File: config.mk
export PLATFORM = sky130hd
export DESIGN_NAME = sram_bist
export DESIGN_NICKNAME = d
export VERILOG_FILES = /design/src/rtl/sram_bist_pkg.sv /design/src/rtl/sram_bist_pacer.sv /design/src/rtl/sram_bist.sv
export SDC_FILE = /design/constraint.sdc
export NUM_CORES = 1
export LEC_CHECK = 0
export CELL_PAD_IN_SITES_DETAIL_PLACEMENT = 1
export CELL_PAD_IN_SITES_GLOBAL_PLACEMENT = 1
export CORE_ASPECT_RATIO = 1.4
export CORE_UTILIZATION = 23
export DETAILED_ROUTE_END_ITERATION = 7
export PLACE_DENSITY_LB_ADDON = 0.15
export SYNTH_ARGS = -nofsm -noshare
export SYNTH_HDL_FRONTEND = slang
export SYNTH_HIERARCHICAL = 1
export SYNTH_SLANG_ARGS = --single-unit
File: constraint.sdc
create_clock -name clk -period 2.86 [get_ports clk]
set_input_delay 0.715 -clock clk [delete_from_list [all_inputs] [get_ports clk]]
set_output_delay 0.715 -clock clk [all_outputs]
set_load 0.05 [all_outputs]
File: src/rtl/sram_bist_pkg.sv
// Shared types and helpers for the SRAM built-in self-test sequencer.
// Optional build macro: SRAM_BIST_ERR_LOG_EN (first-mismatch logging in sram_bist).
package sram_bist_pkg;

   localparam int ADDR_W_DEF = 15;
   localparam int DATA_W_DEF = 8;
   localparam int ERR_CNT_W  = 16;
   localparam int PACE_W     = 16;

   typedef enum logic [2:0] {
      S_IDLE  = 3'd0,
      S_WRITE = 3'd1,
      S_WGAP  = 3'd2,
      S_READ  = 3'd3,
      S_RWAIT = 3'd4,
      S_CHECK = 3'd5,
      S_FIN   = 3'd6
   } state_e;

   // Test pattern for an address: low address bits XOR the run seed.
   // Works on 32-bit containers; callers cast the result down to DATA_W.
   function automatic logic [31:0] pat(input logic [31:0] a, input logic [31:0] s);
      return a ^ s;
   endfunction

endpackage

File: src/rtl/sram_bist_pacer.sv
// Loadable down-counter that times the WGAP and RWAIT waits.
// zero is high whenever the count has reached 0; the count then stays at 0.
module sram_bist_pacer
   import sram_bist_pkg::*;
#(
   parameter int W = PACE_W
) (
   input  logic         clk,
   input  logic         rst,
   input  logic         load,
   input  logic [W-1:0] load_val,
   output logic         zero
);

   logic [W-1:0] count_q, count_d;

   // Next count: load wins, otherwise count down and park at zero.
   always_comb begin
      count_d = count_q;
      if (load) begin
         count_d = load_val;
      end else if (count_q != '0) begin
         count_d = count_q - W'(1);
      end
   end

   // Count register.
   always_ff @(posedge clk) begin
      if (rst) begin
         count_q <= '0;
      end else begin
         count_q <= count_d;
      end
   end

   assign zero = (count_q == '0);

endmodule

File: src/rtl/sram_bist.sv
// SRAM BIST sequencer: writes pat(a) to every address, reads each back and
// compares, reporting pass/fail and a saturating error count.
// Optional build macro: SRAM_BIST_ERR_LOG_EN latches the first mismatch
// (address, expected, actual); without it those outputs are tied to 0.
// Handshake: the controller has no acknowledge; sram_wreq/sram_rreq are
// one-cycle pulses accepted unconditionally, paced by WR_GAP and RD_LAT.
module sram_bist
   import sram_bist_pkg::*;
#(
   parameter int          ADDR_W    = ADDR_W_DEF,
   parameter int          DATA_W    = DATA_W_DEF,
   parameter int unsigned LAST_ADDR = (1 << ADDR_W) - 1,
   parameter int          WR_GAP    = 2,
   parameter int          RD_LAT    = 2
) (
   input  logic                 clk,
   input  logic                 rst,
   input  logic                 start,
   input  logic [DATA_W-1:0]    seed,
   output logic                 sram_wreq,
   output logic [ADDR_W-1:0]    sram_waddr,
   output logic [DATA_W-1:0]    sram_wdata,
   output logic                 sram_rreq,
   output logic [ADDR_W-1:0]    sram_raddr,
   input  logic [DATA_W-1:0]    sram_rdata,
   output logic                 busy,
   output logic                 done,
   output logic                 pass,
   output logic [ERR_CNT_W-1:0] err_cnt,
   output logic [ADDR_W-1:0]    err_addr,
   output logic [DATA_W-1:0]    err_exp,
   output logic [DATA_W-1:0]    err_act
);

   localparam logic [ADDR_W-1:0] LAST_A    = ADDR_W'(LAST_ADDR);
   // A gap/latency of 1 skips the wait state entirely.
   localparam logic [PACE_W-1:0] WGAP_LOAD = (WR_GAP >= 2) ? PACE_W'(WR_GAP - 2) : '0;
   localparam logic [PACE_W-1:0] RLAT_LOAD = (RD_LAT >= 2) ? PACE_W'(RD_LAT - 2) : '0;

   state_e                 state_q, state_d;
   logic [ADDR_W-1:0]      addr_q, addr_d;
   logic [DATA_W-1:0]      seed_q, seed_d;
   logic [ERR_CNT_W-1:0]   err_cnt_q, err_cnt_d;
   logic                   pass_q, pass_d;
   logic [ADDR_W-1:0]      waddr_q, raddr_q;
   logic [DATA_W-1:0]      wdata_q;
   logic [DATA_W-1:0]      exp_data;
   logic                   mismatch;
   logic                   last_addr;
   logic                   pace_load;
   logic [PACE_W-1:0]      pace_val;
   logic                   pace_zero;

   assign exp_data  = DATA_W'(pat(32'(addr_q), 32'(seed_q)));
   assign last_addr = (addr_q == LAST_A);

   sram_bist_pacer #(.W(PACE_W)) u_pacer (
      .clk      (clk),
      .rst      (rst),
      .load     (pace_load),
      .load_val (pace_val),
      .zero     (pace_zero)
   );

   // Next-state, address walk, error counting and request decode.
   always_comb begin
      state_d   = state_q;
      addr_d    = addr_q;
      seed_d    = seed_q;
      err_cnt_d = err_cnt_q;
      pass_d    = pass_q;
      pace_load = 1'b0;
      pace_val  = '0;
      sram_wreq = 1'b0;
      sram_rreq = 1'b0;
      done      = 1'b0;
      mismatch  = 1'b0;
      case (state_q)
         S_IDLE: begin
            if (start) begin
               seed_d    = seed;
               err_cnt_d = '0;
               pass_d    = 1'b0;
               addr_d    = '0;
               state_d   = S_WRITE;
            end
         end
         S_WRITE: begin
            sram_wreq = 1'b1;
            if (WR_GAP >= 2) begin
               pace_load = 1'b1;
               pace_val  = WGAP_LOAD;
               state_d   = S_WGAP;
            end else if (last_addr) begin
               addr_d  = '0;
               state_d = S_READ;
            end else begin
               addr_d  = addr_q + ADDR_W'(1);
               state_d = S_WRITE;
            end
         end
         S_WGAP: begin
            if (pace_zero) begin
               if (last_addr) begin
                  addr_d  = '0;
                  state_d = S_READ;
               end else begin
                  addr_d  = addr_q + ADDR_W'(1);
                  state_d = S_WRITE;
               end
            end
         end
         S_READ: begin
            sram_rreq = 1'b1;
            if (RD_LAT >= 2) begin
               pace_load = 1'b1;
               pace_val  = RLAT_LOAD;
               state_d   = S_RWAIT;
            end else begin
               state_d = S_CHECK;
            end
         end
         S_RWAIT: begin
            if (pace_zero) begin
               state_d = S_CHECK;
            end
         end
         S_CHECK: begin
            mismatch = (sram_rdata != exp_data);
            if (mismatch && (err_cnt_q != '1)) begin
               err_cnt_d = err_cnt_q + ERR_CNT_W'(1);
            end
            if (last_addr) begin
               // pass is settled on entry to FIN so it is valid in the done cycle.
               pass_d  = (err_cnt_d == '0);
               state_d = S_FIN;
            end else begin
               addr_d  = addr_q + ADDR_W'(1);
               state_d = S_READ;
            end
         end
         S_FIN: begin
            done    = 1'b1;
            state_d = S_IDLE;
         end
         default: begin
            state_d = S_IDLE;
         end
      endcase
   end

   // Address/data outputs follow the live request and otherwise hold.
   always_comb begin
      sram_waddr = sram_wreq ? addr_q   : waddr_q;
      sram_wdata = sram_wreq ? exp_data : wdata_q;
      sram_raddr = sram_rreq ? addr_q   : raddr_q;
   end

   // Sequencer state and held output registers.
   always_ff @(posedge clk) begin
      if (rst) begin
         state_q   <= S_IDLE;
         addr_q    <= '0;
         seed_q    <= '0;
         err_cnt_q <= '0;
         pass_q    <= 1'b0;
         waddr_q   <= '0;
         wdata_q   <= '0;
         raddr_q   <= '0;
      end else begin
         state_q   <= state_d;
         addr_q    <= addr_d;
         seed_q    <= seed_d;
         err_cnt_q <= err_cnt_d;
         pass_q    <= pass_d;
         waddr_q   <= sram_waddr;
         wdata_q   <= sram_wdata;
         raddr_q   <= sram_raddr;
      end
   end

   assign busy    = (state_q != S_IDLE);
   assign pass    = pass_q;
   assign err_cnt = err_cnt_q;

`ifdef SRAM_BIST_ERR_LOG_EN
   logic [ADDR_W-1:0] err_addr_q, err_addr_d;
   logic [DATA_W-1:0] err_exp_q, err_exp_d;
   logic [DATA_W-1:0] err_act_q, err_act_d;

   // First-mismatch log: cleared on accepted start, captured while the count is still 0.
   always_comb begin
      err_addr_d = err_addr_q;
      err_exp_d  = err_exp_q;
      err_act_d  = err_act_q;
      if ((state_q == S_IDLE) && start) begin
         err_addr_d = '0;
         err_exp_d  = '0;
         err_act_d  = '0;
      end else if (mismatch && (err_cnt_q == '0)) begin
         err_addr_d = addr_q;
         err_exp_d  = exp_data;
         err_act_d  = sram_rdata;
      end
   end

   // Error log registers.
   always_ff @(posedge clk) begin
      if (rst) begin
         err_addr_q <= '0;
         err_exp_q  <= '0;
         err_act_q  <= '0;
      end else begin
         err_addr_q <= err_addr_d;
         err_exp_q  <= err_exp_d;
         err_act_q  <= err_act_d;
      end
   end

   assign err_addr = err_addr_q;
   assign err_exp  = err_exp_q;
   assign err_act  = err_act_q;
`else
   assign err_addr = '0;
   assign err_exp  = '0;
   assign err_act  = '0;
`endif

endmodule

==> results.json, run 1 <==
{
  "routabilityCongestion": 0.8035,
  "track_usage_pct": 14.10,
  "cts_tree": "yes",
  "crit_chain": "nor2b_1, nand2_1, buf_12, mux2_2, buf_12",
  "crit_buf_inv": 2,
  "num_vias": 4607,
  "area_growth_syn_to_layout_pct": 34.19,
  "htreeDepth": 3,
  "io_pins": 109,
  "skew_ns": 0.005939,
  "yosysSeqAreaShare_pct": 36.44,
  "multiInputGateArea_um2": 3169,
  "place.port_buffers": 77,
  "yosysTopAreaCell": "dfxtp_1",
  "fin_ws_ns": 0.04357,
  "cts_setup_buffers": 0,
  "cp_common_cell": "buf_12",
  "hold_viol_final": 0,
  "min_path_cells": 2,
  "path_max_fanout": 11,
  "rows": 65,
  "initial_utilization_pct": 23.57,
  "drt_iter0_drc": 137,
  "yosys_most_used_dff": "dfxtp_1",
  "ys_top_cells_by_count": "dfxtp_1, nor2_1, nand2_1",
  "insertion_delay_ns": 0.36,
  "synthArstFlopShare_pct": 0,
  "clk_pin_slew_ns": 0.07,
  "core-area_um2": 22610,
  "worstSetupPathType": "reg2out",
  "start_kind": "register",
  "total_power_uw": 4634,
  "fin_crit_sh_pct": 98.48,
  "ff2ff_path_depth": 13,
  "slew_violations": 0,
  "synth.most_common_cell": "dfxtp_1",
  "finalCriticalPeriod_ns": 2.816,
  "synthTopCellsByArea": "dfxtp_1, mux2_2, nor2b_1, buf_4, nor2_1",
  "die_h_um": 182.1,
  "netlist_area_um2": 5329,
  "holdCritStartpoint": "seed_q[3]$_SDFFE_PP0P_",
  "yosysTopAreaCellShare_pct": 36.44,
  "clkSinkCount": 97,
  "worstPathArrival_ns": 2.10,
  "cp_slowest_cell": "dfxtp_1",
  "power_density_nw_per_um2": 648.0,
  "die_area_um2": 23790,
  "setup_violations": 0,
  "hold_class": "reg2reg",
  "place_ws_ns": -0.04982,
  "max_slew.worst_pin.slew_ns": 1.089,
  "grt_pass1_wl_um": 25920,
  "rr_startpoint": "u_pacer/count_q[0]$_SDFFE_PP0P_",
  "drv_cap": 0,
  "seq_area_um2": 1942,
  "cts_made_buffers": 9,
  "critPathRequiredTime_ns": 2.14,
  "rsz0062_at_grt": "yes",
  "first_global_vias": 4869,
  "antenna_found_initial": 0,
  "fin_hold_ws_ns": 0.4960,
  "syn_inst": 612,
  "ys_warn_count": 6,
  "p_leak_uw": 0.002734,
  "drt_pass1_iterations": 4,
  "diodes": 0,
  "grt.overflow.total": 0,
  "outcome": "finished, final reports clean",
  "drive_above_1_share_pct": 21.05,
  "crit_cells": 5,
  "fill_cells": 2697,
  "endpoint_kind": "output port",
  "ir_drop_v": 0.0002618,
  "dp_hpwl_um": 12020,
  "finalSetupTns_ns": 0,
  "grt_max_degree": 34,
  "wire_per_inst_um": 15.66,
  "drc_errors": 0,
  "critPathMaxStageDelay_ns": 0.53,
  "die_w_um": 130.6,
  "vias_per_cell": 4.482,
  "synth_cell_types": 71,
  "clockBufferDepth": 2,
  "synth_area_per_cell_um2": 8.707,
  "postRouteAntennaNets": 0,
  "critical-path-top-delay-family": "flip-flops",
  "crit_start": "state_q[2]$_SDFFE_PP0P_",
  "synth_edf_count": 0,
  "cts-root-buf": "clkbuf_16",
  "final_nets": 744,
  "post-route-util_pct": 31.63,
  "wl_um": 16100,
  "fmax_mhz": 355.1,
  "relSlewSlack_pct": 26.76,
  "ys_seq_elements": 97,
  "rrSetupSlack_ns": 0.14
}
[through the flow]
step,instance area [um^2],cells
global route,7151,1028
detailed placement,6827,1012
floorplan,5529,663
global placement,6827,1012
CTS,7131,1028
finish,7151,1028
[state kept, by name, indices dropped and copies added (netlist names)]
| signal | flops |
|---|---|
| err_cnt | 16 |
| u_pacer/count_q | 16 |
| addr_q | 15 |
| raddr_q | 15 |
| waddr_q | 15 |
| seed_q | 8 |
| wdata_q | 8 |
| state_q | 3 |
| pass | 1 |
[logic make-up (layout without fill, tap and decap cells)]
family	after synthesis	after routing	share of synthesized area [%]
AOI/OAI and AO/OA	110	110	13.48
muxes	33	33	6.903
xor gates and xnor gates	44	44	9.298
buffers and inverters	77	141	8.241
DFF	97	97	36.44
other	1	52	0.07037
adders and majority gates	3	3	0.7045
and+or+nand+nor	247	247	24.87
[report_power, final]
group	switching, uW	internal, uW
Clock	599	693
Sequential	145	1490
Combinational	971	738
Total	1720	2920
[cell usage in the layout, fill, tap and decap left out, types with 4 or more instances in the layout]
cell type,netlist,final
a21o_1,4,4
a21oi_1,40,37
a311oi_1,4,4
a31oi_1,7,7
and3_1,4,4
and4_1,5,5
buf_12,0,29
buf_4,32,51
clkbuf_16,0,9
clkdlybuf4s50_1,0,36
conb_1,1,52
dfxtp_1,97,97
inv_1,8,8
mux2_1,5,5
mux2_2,25,25
nand2_1,52,51
nand2b_1,5,5
nand3_1,19,19
nand4_1,10,10
nor2_1,59,58
nor2b_1,43,42
nor3_1,15,15
nor4_1,5,5
o21ai_0,23,23
o31ai_1,4,4
or3_1,5,5
xnor2_1,22,22
xnor3_1,8,8
xor2_1,14,14
[final timing paths]
path	endpoint
setup / recovery	sram_raddr[14]
hold / removal	seed_q[3]$_SDFFE_PP0P_
hold reg to reg	seed_q[3]$_SDFFE_PP0P_
setup reg to reg	addr_q[5]$_SDFFE_PP0P_
[worst reg2reg max path: cells and delay by family, from the launching register on]
family	cells	cell delay, ns
compound gates	1	0.16
fa+ha+maj	1	0.18
simple gates	8	1.56
xor+xnor	1	0.17
flops	1	0.31
buf+inv	2	0.25
[layout make-up]
| cell class | count | share of cell area, % |
|---|---|---|
| flip-flops and latches | 97 | 27.16 |
| clock buffers | 10 | 3.202 |
| inverters | 8 | 0.4199 |
| multi-input cells | 489 | 44.32 |
| well taps | 301 | 5.267 |
| repair buffers | 117 | 18.58 |
| clock inverters | 6 | 1.050 |
[repair_timing]
action | 4_1_cts | 5_1_grt
gates resized for setup | 0 | 6
hold buffers | 0 | 0
setup endpoints to repair | 0 | 23
[layer usage]
| metal | vias to the layer above | wire length (um) | global-route usage [%] |
|---|---|---|---|
| met4 | 0 | 252 | 4.782 |
| met3 | 13 | 440 | 2.345 |
| met2 | 64 | 8456 | 25.25 |
| met5 | - | 0 | 0 |
| met1 | 2263 | 6950 | 16.67 |
| li1 | 2267 | - | - |
Note: power is estimated with default switching activity, not from simulation.
==> inputs of run 2 (changes only) <==
--- a/config.mk
+++ b/config.mk
@@ -10,6 +10,7 @@
 export CORE_ASPECT_RATIO = 1.4
 export CORE_UTILIZATION = 23
 export DETAILED_ROUTE_END_ITERATION = 7
+export MAX_ROUTING_LAYER = met4
 export PLACE_DENSITY_LB_ADDON = 0.15
 export SYNTH_ARGS = -nofsm -noshare
 export SYNTH_HDL_FRONTEND = slang
==> results.json, run 2 (synthesis gave the netlist of run 1 again) <==
{
  "io_pins": 109,
  "critPathRequiredTime_ns": 2.14,
  "cts_made_buffers": 9,
  "relSlewSlack_pct": 25.90,
  "diodes": 0,
  "vias_per_cell": 4.483,
  "drc_errors": 0,
  "initial_utilization_pct": 23.57,
  "place.port_buffers": 77,
  "cts_tree": "yes",
  "die_area_um2": 23790,
  "holdCritStartpoint": "seed_q[3]$_SDFFE_PP0P_",
  "rr_endpoint": "addr_q[5]$_SDFFE_PP0P_",
  "clkSinkCount": 97,
  "hold_class": "reg2reg",
  "min_path_cells": 2,
  "drt_iter0_drc": 147,
  "track_usage_pct": 14.51,
  "outcome": "finished, final reports clean",
  "worstSetupPathType": "reg2out",
  "fill_cells": 2697,
  "slew_violations": 0,
  "num_vias": 4609,
  "seq_area_um2": 1942,
  "start_kind": "register",
  "grt_max_degree": 34,
  "dp_hpwl_um": 12020,
  "fmax_mhz": 355.3,
  "first_global_vias": 4871,
  "worstPathArrival_ns": 2.10,
  "path_max_fanout": 11,
  "htreeDepth": 3,
  "p_leak_uw": 0.002734,
  "core-area_um2": 22610,
  "total_power_uw": 4635,
  "grt.overflow.total": 0,
  "die_w_um": 130.6,
  "antenna_found_initial": 0,
  "finalCriticalPeriod_ns": 2.815,
  "rrSetupSlack_ns": 0.14,
  "wl_um": 16110,
  "fin_crit_sh_pct": 98.42,
  "drt_pass1_iterations": 4,
  "power_density_nw_per_um2": 648.3,
  "multiInputGateArea_um2": 3169,
  "drv_cap": 0,
  "endpoint_kind": "output port",
  "postRouteAntennaNets": 0,
  "routabilityCongestion": 0.8151,
  "layout_commonest_cell": "dfxtp_1",
  "clockBufferDepth": 2,
  "rr_startpoint": "u_pacer/count_q[0]$_SDFFE_PP0P_",
  "hold_viol_final": 0,
  "min_delay_worst_endpoint": "seed_q[3]$_SDFFE_PP0P_",
  "setup_violations": 0,
  "mostFrequentLayoutCells": "dfxtp_1, nor2_1, conb_1, nand2_1, buf_4",
  "max_slew.worst_pin.slew_ns": 1.109,
  "wire_per_inst_um": 15.67,
  "ir_drop_v": 0.0002612,
  "cts_hold_buf": 0,
  "cts-root-buf": "clkbuf_16",
  "cts_setup_buffers": 0,
  "final_nets": 744,
  "die_h_um": 182.1,
  "clk_pin_slew_ns": 0.07,
  "skew_ns": 0.006235,
  "post-route-util_pct": 31.63,
  "rsz0062_at_grt": "yes",
  "area_growth_syn_to_layout_pct": 34.19,
  "rows": 65,
  "drive_above_1_share_pct": 21.05,
  "ff2ff_path_depth": 13,
  "insertion_delay_ns": 0.36,
  "grt_pass1_wl_um": 25930
}
## run 2: how the worst max path moves through the flow
stage / slack, ns / to / startpoint / cells past startpoint
after floorplan: 0.02 / addr_q[5]$_SDFFE_PP0P_ / u_pacer/count_q[0]$_SDFFE_PP0P_ / 12
after global routing: -0.04 / sram_raddr[14] / state_q[2]$_SDFFE_PP0P_ / 5
final: 0.05 / sram_raddr[14] / state_q[2]$_SDFFE_PP0P_ / 5
after CTS: 0.009 / sram_raddr[1] / state_q[2]$_SDFFE_PP0P_ / 5
after detailed placement: -0.05 / pass$_SDFFE_PP0P_ / sram_rdata[4] / 8
after global placement: -0.04 / pass$_SDFFE_PP0P_ / sram_rdata[4] / 8
## run 2: worst max-delay path, stage by stage (launching register included)
cell and delay, ns:
dfxtp_1 0.53, nor2b_1 0.12, nand2_1 0.34, buf_12 0.20, mux2_2 0.39, buf_12 0.16
## run 2: power by group
part | internal (uW) | leakage (uW) | switching, uW
clock network | 693 | 0.000145 | 598
registers | 1490 | 0.000787 | 145
logic | 738 | 0.00180 | 974
total | 2920 | 0.00273 | 1720
## run 2: stage by stage
step / setup slack (ns) / hold slack [ns] / setup TNS (ns) / std cells / cell area, um^2
finish: 0.04512 / 0.4960 / 0 / 1028 / 7151
global route: -0.03679 / 0.5152 / -0.2575 / 1028 / 7151
global placement: -0.03818 / 0.4780 / -0.03818 / 1012 / 6827
detailed placement: -0.04982 / 0.4869 / -0.04982 / 1012 / 6827
CTS: 0.009177 / 0.4987 / 0 / 1028 / 7131
floorplan: 0.01649 / 0.4623 / 0 / 663 / 5529
## run 2: timing repair
action	in CTS	in global routing
hold endpoints to repair	0	0
setup endpoints to repair	0	23
gates resized for setup	0	6
## run 2: area by class of cell
class                      instances  area share (%)
clock buffer                      10           3.202
clock inverter                     6           1.050
inverter                           8          0.4199
multi-input combinational        489           44.32
sequential                        97           27.16
tap                              301           5.267
timing repair buffer             117           18.58
## run 2: routing by layer
metal | global-route usage [%] | share of wire (%)
met5 | - | 0
met4 | 4.782 | 1.5
met3 | 2.199 | 2.5
met2 | 25.19 | 52
met1 | 16.81 | 43
==> inputs of run 3 (changes only) <==
--- a/config.mk
+++ b/config.mk
@@ -10,7 +10,6 @@
 export CORE_ASPECT_RATIO = 1.4
 export CORE_UTILIZATION = 23
 export DETAILED_ROUTE_END_ITERATION = 7
-export MAX_ROUTING_LAYER = met4
 export PLACE_DENSITY_LB_ADDON = 0.15
 export SYNTH_ARGS = -nofsm -noshare
 export SYNTH_HDL_FRONTEND = slang
==> results of run 3 <==
Final layout, timing and power as in run 1 (identical DEF).
